==> config.mk <==
export PLATFORM = sky130hd
export DESIGN_NAME = sequencer_lut_loader_flat
export DESIGN_NICKNAME = d
export VERILOG_FILES = /design/src/rtl/sequencer_lut_loader_if.sv /design/src/rtl/sequencer_lut_loader.sv /design/src/flat_wrapper.sv
export SDC_FILE = /design/constraint.sdc
export NUM_CORES = 1
export LEC_CHECK = 0
export CAP_MARGIN = 10
export CORE_ASPECT_RATIO = 1.5
export CORE_MARGIN = 2
export CORE_UTILIZATION = 63
export DETAILED_ROUTE_END_ITERATION = 8
export PLACE_DENSITY = 0.85
export SETUP_SLACK_MARGIN = 0.1
export SLEW_MARGIN = 10
export SYNTH_ARGS = -nofsm -noshare
export SYNTH_HDL_FRONTEND = slang
export SYNTH_SLANG_ARGS = --single-unit
==> constraint.sdc <==
create_clock -name clk -period 5 [get_ports clk]
set_input_delay 1.5 -clock clk [delete_from_list [all_inputs] [get_ports clk]]
set_output_delay 1.5 -clock clk [all_outputs]
set_load 0.01 [all_outputs]
==> src/rtl/sequencer_lut_loader_if.sv <==
// Sequencer LUT programming port: sequencer reset, write burst and readback.
// The loader side is the master; the sequencer (or its model) is the slave.
interface sequencer_lut_loader_if #(
    parameter int ENTRY_W = 29
);
    logic               seq_reset_o;
    logic               lut_wen_o;
    logic [ENTRY_W-1:0] lut_wdata_o;
    logic               lut_rden_o;
    logic [ENTRY_W-1:0] lut_read_data_i;

    modport master (
        output seq_reset_o,
        output lut_wen_o,
        output lut_wdata_o,
        output lut_rden_o,
        input  lut_read_data_i
    );

    modport slave (
        input  seq_reset_o,
        input  lut_wen_o,
        input  lut_wdata_o,
        input  lut_rden_o,
        output lut_read_data_i
    );
endinterface

==> src/rtl/sequencer_lut_loader.sv <==
// Host-side programmer for the sequencer LUT. The host fills a shadow buffer,
// then a commit holds the sequencer in reset, bursts the entries into its LUT,
// optionally reads them back for comparison, and releases the sequencer only
// when the load was clean.
module sequencer_lut_loader #(
    parameter int DEPTH      = 8,
    parameter int ADDR_W     = 3,
    parameter int ENTRY_W    = 29,
    parameter int SETTLE_CYC = 4,
    parameter int GAP_CYC    = 2,
    parameter int READ_LAT   = 1
) (
    input  logic                   clk,
    input  logic                   reset_n_i,
    input  logic                   host_wr_i,
    input  logic [ADDR_W-1:0]      host_addr_i,
    input  logic [ENTRY_W-1:0]     host_wdata_i,
    input  logic [ADDR_W:0]        host_count_i,
    input  logic                   host_verify_i,
    input  logic                   host_commit_i,
    output logic                   busy_o,
    output logic                   done_o,
    output logic                   cfg_err_o,
    output logic                   verify_err_o,
    output logic [ADDR_W-1:0]      err_index_o,
    sequencer_lut_loader_if.master lut
);

    localparam int HC_W  = ADDR_W + 1;
    localparam int CNT_W = $clog2(DEPTH + SETTLE_CYC + GAP_CYC + 1) + 1;
    localparam logic [CNT_W-1:0] CNT_ONE = CNT_W'(1);

    typedef enum logic [2:0] {
        IDLE, SETTLE, WRITE, GAP, READ, CHECK, DONE
    } state_t;

    state_t             state, state_next;
    logic [CNT_W-1:0]   cnt, cnt_next;
    logic [CNT_W-1:0]   n_last;
    logic               verify_en;
    logic [CNT_W-1:0]   ret_idx;
    logic [READ_LAT-1:0] rd_pipe;
    logic [ENTRY_W-1:0] shadow [DEPTH];

    logic               count_ok, commit_ok, commit_bad;
    logic               ret_valid, ret_last;

    logic               busy_q, done_q, cfg_err_q, verify_err_q, seq_reset_q;
    logic               wen_q, rden_q;
    logic [ENTRY_W-1:0] wdata_q;
    logic [ADDR_W-1:0]  err_index_q;

    logic               busy_next, done_next, cfg_err_next, verify_err_next, seq_reset_next;
    logic               wen_next, rden_next;
    logic [ENTRY_W-1:0] wdata_next;
    logic [ADDR_W-1:0]  err_index_next;

    // Wide counters (CNT_W > ADDR_W) keep index DEPTH-1 distinct from wrap-around.
    assign count_ok  = (host_count_i != '0) && (host_count_i <= HC_W'(DEPTH));
    assign ret_valid = rd_pipe[READ_LAT-1];
    assign ret_last  = ret_valid && (ret_idx == n_last);

    // Shadow buffer is host-writable only while idle and is deliberately never reset.
    always_ff @(posedge clk) begin
        if (host_wr_i && (state == IDLE)) begin
            shadow[host_addr_i] <= host_wdata_i;
        end
    end

    // Next-state sequencing and next values of every registered output.
    always_comb begin
        state_next      = state;
        cnt_next        = cnt;
        commit_ok       = 1'b0;
        commit_bad      = 1'b0;
        unique case (state)
            IDLE: begin
                if (host_commit_i) begin
                    if (count_ok) begin
                        commit_ok  = 1'b1;
                        state_next = SETTLE;
                        cnt_next   = '0;
                    end else begin
                        commit_bad = 1'b1;
                        state_next = DONE;
                    end
                end
            end
            SETTLE: begin
                if (cnt == CNT_W'(SETTLE_CYC - 1)) begin
                    state_next = WRITE;
                    cnt_next   = '0;
                end else begin
                    cnt_next = cnt + CNT_ONE;
                end
            end
            WRITE: begin
                if (cnt == n_last) begin
                    state_next = GAP;
                    cnt_next   = '0;
                end else begin
                    cnt_next = cnt + CNT_ONE;
                end
            end
            GAP: begin
                if (cnt == CNT_W'(GAP_CYC - 1)) begin
                    state_next = verify_en ? READ : DONE;
                    cnt_next   = '0;
                end else begin
                    cnt_next = cnt + CNT_ONE;
                end
            end
            READ: begin
                if (cnt == n_last) begin
                    state_next = CHECK;
                    cnt_next   = '0;
                end else begin
                    cnt_next = cnt + CNT_ONE;
                end
            end
            CHECK: begin
                if (ret_last) begin
                    state_next = DONE;
                end
            end
            DONE: begin
                state_next = IDLE;
            end
            default: begin
                state_next = IDLE;
            end
        endcase

        cfg_err_next = cfg_err_q;
        if (commit_ok) begin
            cfg_err_next = 1'b0;
        end else if (commit_bad) begin
            cfg_err_next = 1'b1;
        end

        verify_err_next = verify_err_q;
        err_index_next  = err_index_q;
        if (commit_ok) begin
            verify_err_next = 1'b0;
            err_index_next  = '0;
        end else if (ret_valid && !verify_err_q &&
                     (lut.lut_read_data_i != shadow[ret_idx[ADDR_W-1:0]])) begin
            verify_err_next = 1'b1;
            err_index_next  = ret_idx[ADDR_W-1:0];
        end

        seq_reset_next = seq_reset_q;
        if (commit_ok) begin
            seq_reset_next = 1'b1;
        end else if ((state == DONE) && !cfg_err_q) begin
            seq_reset_next = verify_err_q;
        end

        busy_next  = (state_next != IDLE) && !((state_next == DONE) && cfg_err_next);
        done_next  = (state_next == DONE);
        wen_next   = (state_next == WRITE);
        wdata_next = wen_next ? shadow[cnt_next[ADDR_W-1:0]] : '0;
        rden_next  = (state_next == READ);
    end

    // State, counters, load parameters and all outputs are registered here.
    always_ff @(posedge clk or negedge reset_n_i) begin
        if (!reset_n_i) begin
            state        <= IDLE;
            cnt          <= '0;
            n_last       <= '0;
            verify_en    <= 1'b0;
            ret_idx      <= '0;
            rd_pipe      <= '0;
            busy_q       <= 1'b0;
            done_q       <= 1'b0;
            cfg_err_q    <= 1'b0;
            verify_err_q <= 1'b0;
            err_index_q  <= '0;
            seq_reset_q  <= 1'b1;
            wen_q        <= 1'b0;
            wdata_q      <= '0;
            rden_q       <= 1'b0;
        end else begin
            state        <= state_next;
            cnt          <= cnt_next;
            if (commit_ok) begin
                n_last    <= CNT_W'(host_count_i) - CNT_ONE;
                verify_en <= host_verify_i;
                ret_idx   <= '0;
            end else if (ret_valid) begin
                ret_idx <= ret_idx + CNT_ONE;
            end
            rd_pipe[0] <= rden_q;
            for (int i = 1; i < READ_LAT; i++) begin
                rd_pipe[i] <= rd_pipe[i-1];
            end
            busy_q       <= busy_next;
            done_q       <= done_next;
            cfg_err_q    <= cfg_err_next;
            verify_err_q <= verify_err_next;
            err_index_q  <= err_index_next;
            seq_reset_q  <= seq_reset_next;
            wen_q        <= wen_next;
            wdata_q      <= wdata_next;
            rden_q       <= rden_next;
        end
    end

    assign busy_o          = busy_q;
    assign done_o          = done_q;
    assign cfg_err_o       = cfg_err_q;
    assign verify_err_o    = verify_err_q;
    assign err_index_o     = err_index_q;
    assign lut.seq_reset_o = seq_reset_q;
    assign lut.lut_wen_o   = wen_q;
    assign lut.lut_wdata_o = wdata_q;
    assign lut.lut_rden_o  = rden_q;

endmodule
==> src/flat_wrapper.sv <==
// flat-port wrapper written by rule: the top's interface ports become plain ports
module sequencer_lut_loader_flat 
#(
    parameter int DEPTH      = 8,
    parameter int ADDR_W     = 3,
    parameter int ENTRY_W    = 29,
    parameter int SETTLE_CYC = 4,
    parameter int GAP_CYC    = 2,
    parameter int READ_LAT   = 1
)
  (clk, reset_n_i, host_wr_i, host_addr_i, host_wdata_i, host_count_i, host_verify_i, host_commit_i, busy_o, done_o, cfg_err_o, verify_err_o, err_index_o, lut_seq_reset_o, lut_lut_wen_o, lut_lut_wdata_o, lut_lut_rden_o, lut_lut_read_data_i);
  sequencer_lut_loader_if #(.ENTRY_W(ENTRY_W)) lut_i ();
  input  logic clk;
  input  logic reset_n_i;
  input  logic host_wr_i;
  input  logic [ADDR_W-1:0] host_addr_i;
  input  logic [ENTRY_W-1:0] host_wdata_i;
  input  logic [ADDR_W:0] host_count_i;
  input  logic host_verify_i;
  input  logic host_commit_i;
  output logic busy_o;
  output logic done_o;
  output logic cfg_err_o;
  output logic verify_err_o;
  output logic [ADDR_W-1:0] err_index_o;
  output wire logic [$bits(lut_i.seq_reset_o)-1:0] lut_seq_reset_o;
  output wire logic [$bits(lut_i.lut_wen_o)-1:0] lut_lut_wen_o;
  output wire logic [$bits(lut_i.lut_wdata_o)-1:0] lut_lut_wdata_o;
  output wire logic [$bits(lut_i.lut_rden_o)-1:0] lut_lut_rden_o;
  input wire logic [$bits(lut_i.lut_read_data_i)-1:0] lut_lut_read_data_i;
  assign lut_seq_reset_o = lut_i.seq_reset_o;
  assign lut_lut_wen_o = lut_i.lut_wen_o;
  assign lut_lut_wdata_o = lut_i.lut_wdata_o;
  assign lut_lut_rden_o = lut_i.lut_rden_o;
  assign lut_i.lut_read_data_i = lut_lut_read_data_i;
  sequencer_lut_loader #(.DEPTH(DEPTH), .ADDR_W(ADDR_W), .ENTRY_W(ENTRY_W), .SETTLE_CYC(SETTLE_CYC), .GAP_CYC(GAP_CYC), .READ_LAT(READ_LAT)) u_core (.clk(clk), .reset_n_i(reset_n_i), .host_wr_i(host_wr_i), .host_addr_i(host_addr_i), .host_wdata_i(host_wdata_i), .host_count_i(host_count_i), .host_verify_i(host_verify_i), .host_commit_i(host_commit_i), .busy_o(busy_o), .done_o(done_o), .cfg_err_o(cfg_err_o), .verify_err_o(verify_err_o), .err_index_o(err_index_o), .lut(lut_i));
endmodule
Word-level counts from Yosys, hierarchy flattened
Memory sizes are Yosys's and may differ from the RTL's. Cells that the tools add are included. W data, S select, Z words.

$add $sub $neg: 3. Magnitude comparators: 1. Equality and inequality tests: 16. Mux-type cells: 34. Reduce and logical (&&, ||, !) cells: 20.

Operator list (number): $mux W5 (7); $mux W29 (1); $ne A29 B29 Y1 (1); $mux W3 (9); $pmux W5 S4 (1); $pmux W3 S6 (1); $eq A3 B3 Y1 const B (5); $mux W1 (14); $add A5 B1 Y5 const B (2); $eq A5 B5 Y1 (2); $eq A3 B2 Y1 const B (3); $logic_and A1 B1 Y1 (8); $reduce_bool A4 Y1 (2); $reduce_bool A2 Y1 (3); $eq A5 B1 Y1 const B (1); $eq A5 B2 Y1 const B (1); $sub A4 B1 Y5 const B (1); $le A4 B4 Y1 const B (1); $eq A3 B1 Y1 const B (1); $logic_not A1 Y1 (3); $logic_not A3 Y1 (1); $reduce_and A3 Y1 (1); $reduce_bool A3 Y1 (1); $mux W2 (1); other kinds (3) (3).

Register bits: 59. Memory bits (writable): 232. Input bits: 70. Output and inout port bits: 39. Logic and storage cells: 91. Memories kept: 1.

Memories: u_core.shadow (depth 8, width 29, rd ports 2, clocked after Yosys merged registers in 0, write ports 1, line sequencer_lut_loader.sv:43) `logic [ENTRY_W-1:0] shadow [DEPTH];`.

Logic depth before layout (Yosys ltp)
Depth after elaboration: 10. Gate-level depth with buffers: 12. Mapped depth without buffers: 11.

Least setup slack after synthesis
No wires, ideal clock.

Path kind: input-to-reg. From: in host_addr_i[0]. To: mem u_core.shadow[0][0], enable pin. Setup time: 452 ps. Data arrival time: 3722 ps. Data required time: 4548 ps. Path slack: 826 ps. Stages: 2. Buffers on the path: 0. Cells stage by stage: nand3b_1 nor3_1.

RTL lines: start: declaration (line flat_wrapper.sv:16) `input logic [ADDR_W-1:0] host_addr_i;`; end: declaration (line sequencer_lut_loader.sv:43).

Straight into the memory's write port.

Worst setup path in the final report
From: in host_count_i[0]. To: reg u_core.wdata_q[26] (netlist: u_core.lut.lut_wdata_o[26]).

Word-level cells in the longest chain between the ends: 7. Elaborated cells on any way between the ends: 12. Those cells by class: order compare: 1; eq/ne: 1; mux: 7; reduce/logical: 2; memory: 1.

RTL lines: start: declaration (line flat_wrapper.sv:18) `input logic [ADDR_W:0] host_count_i;`; $le A4 B4 Y1 or $reduce_bool A4 Y1 (tied branches) (line sequencer_lut_loader.sv:59) `assign count_ok = (host_count_i != '0) && (host_count_i <= HC_W'(DEPTH));`; $logic_and A1 B1 Y1 * (line sequencer_lut_loader.sv:59); $mux W3 * (line sequencer_lut_loader.sv:79) `if (count_ok) begin`; $mux W3 * (line sequencer_lut_loader.sv:78) `if (host_commit_i) begin`; $pmux W3 S6 * (line sequencer_lut_loader.sv:76) `unique case (state)`; via u_core.state_next[2] (line sequencer_lut_loader.sv:37) `state_t state, state_next;`; $eq A3 B2 Y1 * (line sequencer_lut_loader.sv:161) `wen_next = (state_next == WRITE);`; $mux W29 * (line sequencer_lut_loader.sv:162) `wdata_next = wen_next ? shadow[cnt_next[ADDR_W-1:0]] : '0;`; via u_core.wdata_next[26] (line sequencer_lut_loader.sv:55) `logic [ENTRY_W-1:0] wdata_next;`; end signal: assignment (line sequencer_lut_loader.sv:205) `wdata_q <= wdata_next;`; end: declaration (line sequencer_lut_loader.sv:50) `logic [ENTRY_W-1:0] wdata_q;`.

Mark *: on every way through the listed nets, which the timed path passes. The rest lies on a longest branch. The select of a mux whose other input is x is not followed. A chain may end at the register's enable or synchronous reset.

==> impl_metrics.tcl <==
set metrics [dict create \
    nets 1205 \
    hold_viol 0 \
    clkSinkCount 291 \
    finish.utilization 0.748 \
    vias 10055 \
    yosys.area_share.adder 0.00363 \
    synth_compound_area_frac 0.0908 \
    synth_top_family_by_area "multiplexers" \
    yosysWarningCount 0 \
    r2r_cells 9 \
    drcViolationCount 0 \
    skew_ns 0.0148 \
    dr.pass1.iters 6 \
    hold_path.class "reg -> reg" \
    rsz0062_at_grt "no" \
    clock_latency_ns 0.54 \
    grtUsageTotal 0.333 \
    synthArstFlopShare 0.203 \
    cts_tree "built" \
    hold_path_depth 0 \
    worst_slack_ns 0.688 \
    slowest_delay_ns 0.86 \
    yosysTopAreaCell "edfxtp_1" \
    synth_xor_area_frac 0.0273 \
    finalSetupViolCount 0 \
    grt_pass1_wl_um 58000 \
    arrival_ns 4.71 \
    mostFrequentLayoutCell "edfxtp_1" \
    htreeDepth 1 \
    comb_power_share 0.024 \
    end_kind "register" \
    mappedNetlistNets 1101 \
    io_pins 109 \
    netlist_area_um2 13800 \
    clock_path_buffers 3 \
    wl_per_cell_um 27.2 \
    ir_drop_v 0.000319 \
    clkPwrFrac 0.432 \
    max_clock_freq_mhz 232 \
    seqPwrFrac 0.544 \
    crit_chain "clkdlybuf4s50_1, inv_1, ha_1, nand2b_1, xor2_1, nor2_1, a41oi_1, o21ai_0, or3_2, buf_4, a2111oi_2" \
    swShare 0.197 \
    diodes 0 \
    postCtsSetupRepairBufs 0 \
    grt_max_degree 59 \
    synth.area.top_cells "edfxtp_1 50%, dfrtp_1 11%, mux4_2 5.9%" \
    tightest_slew_ns 1.29 \
    grt-ovfl-total 0 \
    maxCapViolCount 0 \
    viasPerCell 7.06 \
    ys.flop_type "edfxtp_1" \
    layout-drive-gt1-share 0.167 \
    worstSetupPathType "in -> reg" \
    power_density_nw_per_um2 297 \
    antenna_found_initial 0 \
    dp_slack_ns 0.295 \
    synth-edff-count 232 \
    final_cell_mix "232 x edfxtp_1, 125 x nand3_1, 107 x clkdlybuf4s50_1, 75 x nand2_1, 71 x mux2i_1" \
    ant_nets 0 \
    synth-simple-area-share 0.108 \
    dpl.hpwl_um 22300 \
    place_congestion 0.845 \
    synth.mux.area_fraction 0.129 \
    postSynthAreaPerCell_um2 13.4 \
    leakage_nw 5.93 \
    drt-initial-drc-count 1446 \
    die-width_um 125 \
    cts_root_buf "clkbuf_16" \
    holdBufCountCts 0 \
    routed_wl_um 38700 \
    synth_top_area_share 0.505 \
    fin_crit_ns 4.31 \
    syn2layout_area_growth_pct 17.3 \
    p_switching_mw 0.948 \
    n_fill_cell 1340 \
    final_max_slew_viol_count 0 \
    numCtsBuffers 27 \
    core_area_um2 21600 \
    portBuffers 108 \
    power.total_mw 4.81 \
    fin_crit_sh 0.862 \
    grt_pass1_vias 10160 \
    synth_seq_area_share 0.612 \
    synth_seq_cells 291 \
    yosysUniqueCellTypes 59 \
    die-area_um2 23100 \
    cts-resized-gates 0 \
    setup_tns_ns 0 \
    hold_slack_ns 0.383 \
    internal_power_mw 3.86 \
    initial_utilization 0.638 \
    crit_fanout 24 \
    rows 66 \
    relSlewSlack 0.134 \
    cts.clk_slew.worst_paths_ns 0.06 \
    worstPathRequired_ns 5.40 \
    run_status "complete, no violations" \
    syn_inst 1027 \
    fp.dieH_um 185 \
    start_kind "input port" \
    slowest_stage "or3_2" \
]
## worst paths after layout
path                                                 start                                    to  slack (ns)
setup / recovery                           host_count_i[0]  u_core.lut.lut_wdata_o[26]$_DFF_PN0_        0.69
setup reg to reg             u_core.ret_idx[0]$_DFFE_PN0P_     u_core.err_index_o[0]$_DFFE_PN0P_        1.20
hold / removal             u_core.lut.lut_rden_o$_DFF_PN0_              u_core.rd_pipe$_DFF_PN0_        0.38
min in group asynchronous                        reset_n_i   u_core.lut.lut_wdata_o[3]$_DFF_PN0_        1.01
hold reg to reg            u_core.lut.lut_rden_o$_DFF_PN0_              u_core.rd_pipe$_DFF_PN0_        0.38
max in group asynchronous                        reset_n_i    u_core.lut.seq_reset_o$_DFFE_PN1P_        3.20
## kinds of logic after synthesis
group                    count (synthesis)
flip-flops                             291
AO/OA/AOI/OAI                          176
AND/OR/NAND/NOR                        298
XOR/XNOR                                43
adder cells (fa/ha/maj)                  4
buffers and inverters                   85
multiplexers                           130
## cell type report
cell class,count,area [um^2],share of cell area
Tap cell,272,340,0.0210
Timing Repair Buffer,150,1420,0.0875
Inverter,10,37.5,0.00232
Clock inverter,10,121,0.00750
Multi-Input combinational cell,651,5040,0.311
Clock buffer,40,779,0.0482
Sequential cell,291,8450,0.522
## cells in the mapped netlist (5+ instances only)
master	count
a2111oi_0	9
a2111oi_2	20
a21oi_1	34
a221oi_1	9
and3_1	32
buf_2	20
buf_4	7
clkbuf_1	43
dfrtp_1	58
edfxtp_1	232
inv_1	9
mux2_2	23
mux2i_1	71
mux4_2	36
nand2_1	75
nand2b_1	7
nand3_1	126
nand4_1	7
nor2_1	20
nor3_1	9
o21ai_0	66
o22ai_1	13
xnor2_1	5
xor2_1	38
## worst max-delay path, delay by kind of cell
family | cells | cell delay [ns]
xor+xnor | 1 | 0.29
compound gates | 3 | 0.73
buf+inv | 3 | 0.87
fa+ha+maj | 1 | 0.20
simple gates | 3 | 1.08
## per-layer routing
metal  vias up  global-route usage  wire length, um
met5         -                   0                0
met4         0               0.185             2290
met3       196              0.0494             4140
met2       795               0.578            19500
met1      4888               0.402            12800
li1       4176                   -                -
## flip-flops by register name, indices dropped and copies added (netlist names)
signal / flops
u_core.shadow: 232
u_core.lut.lut_wdata_o: 29
u_core.cnt: 5
u_core.n_last: 5
u_core.ret_idx: 5
u_core.err_index_o: 3
u_core.state: 3
u_core.busy_o: 1
u_core.cfg_err_o: 1
u_core.done_o: 1
u_core.lut.lut_rden_o: 1
u_core.lut.lut_wen_o: 1
u_core.lut.seq_reset_o: 1
u_core.rd_pipe: 1
u_core.verify_en: 1
u_core.verify_err_o: 1
## stage by stage
stage | instances | instance area [um^2]
floorplan | 1027 | 13800
finish | 1424 | 16200
CTS | 1424 | 16200
detailed placement | 1374 | 15300
global placement | 1374 | 15300
global route | 1424 | 16200
## power groups by stage
stage | Sequential (mW) | Clock (mW) | Combinational [mW]
2_1_floorplan | 2.67 | 0 | 0.0130
4_1_cts | 2.62 | 2.08 | 0.117
6_report | 2.61 | 2.08 | 0.117
5_1_grt | 2.61 | 2.18 | 0.124
3_3_place_gp | 2.67 | 0 | 0.113
3_5_place_dp | 2.67 | 0 | 0.116
(Power assumes the default switching activity.)
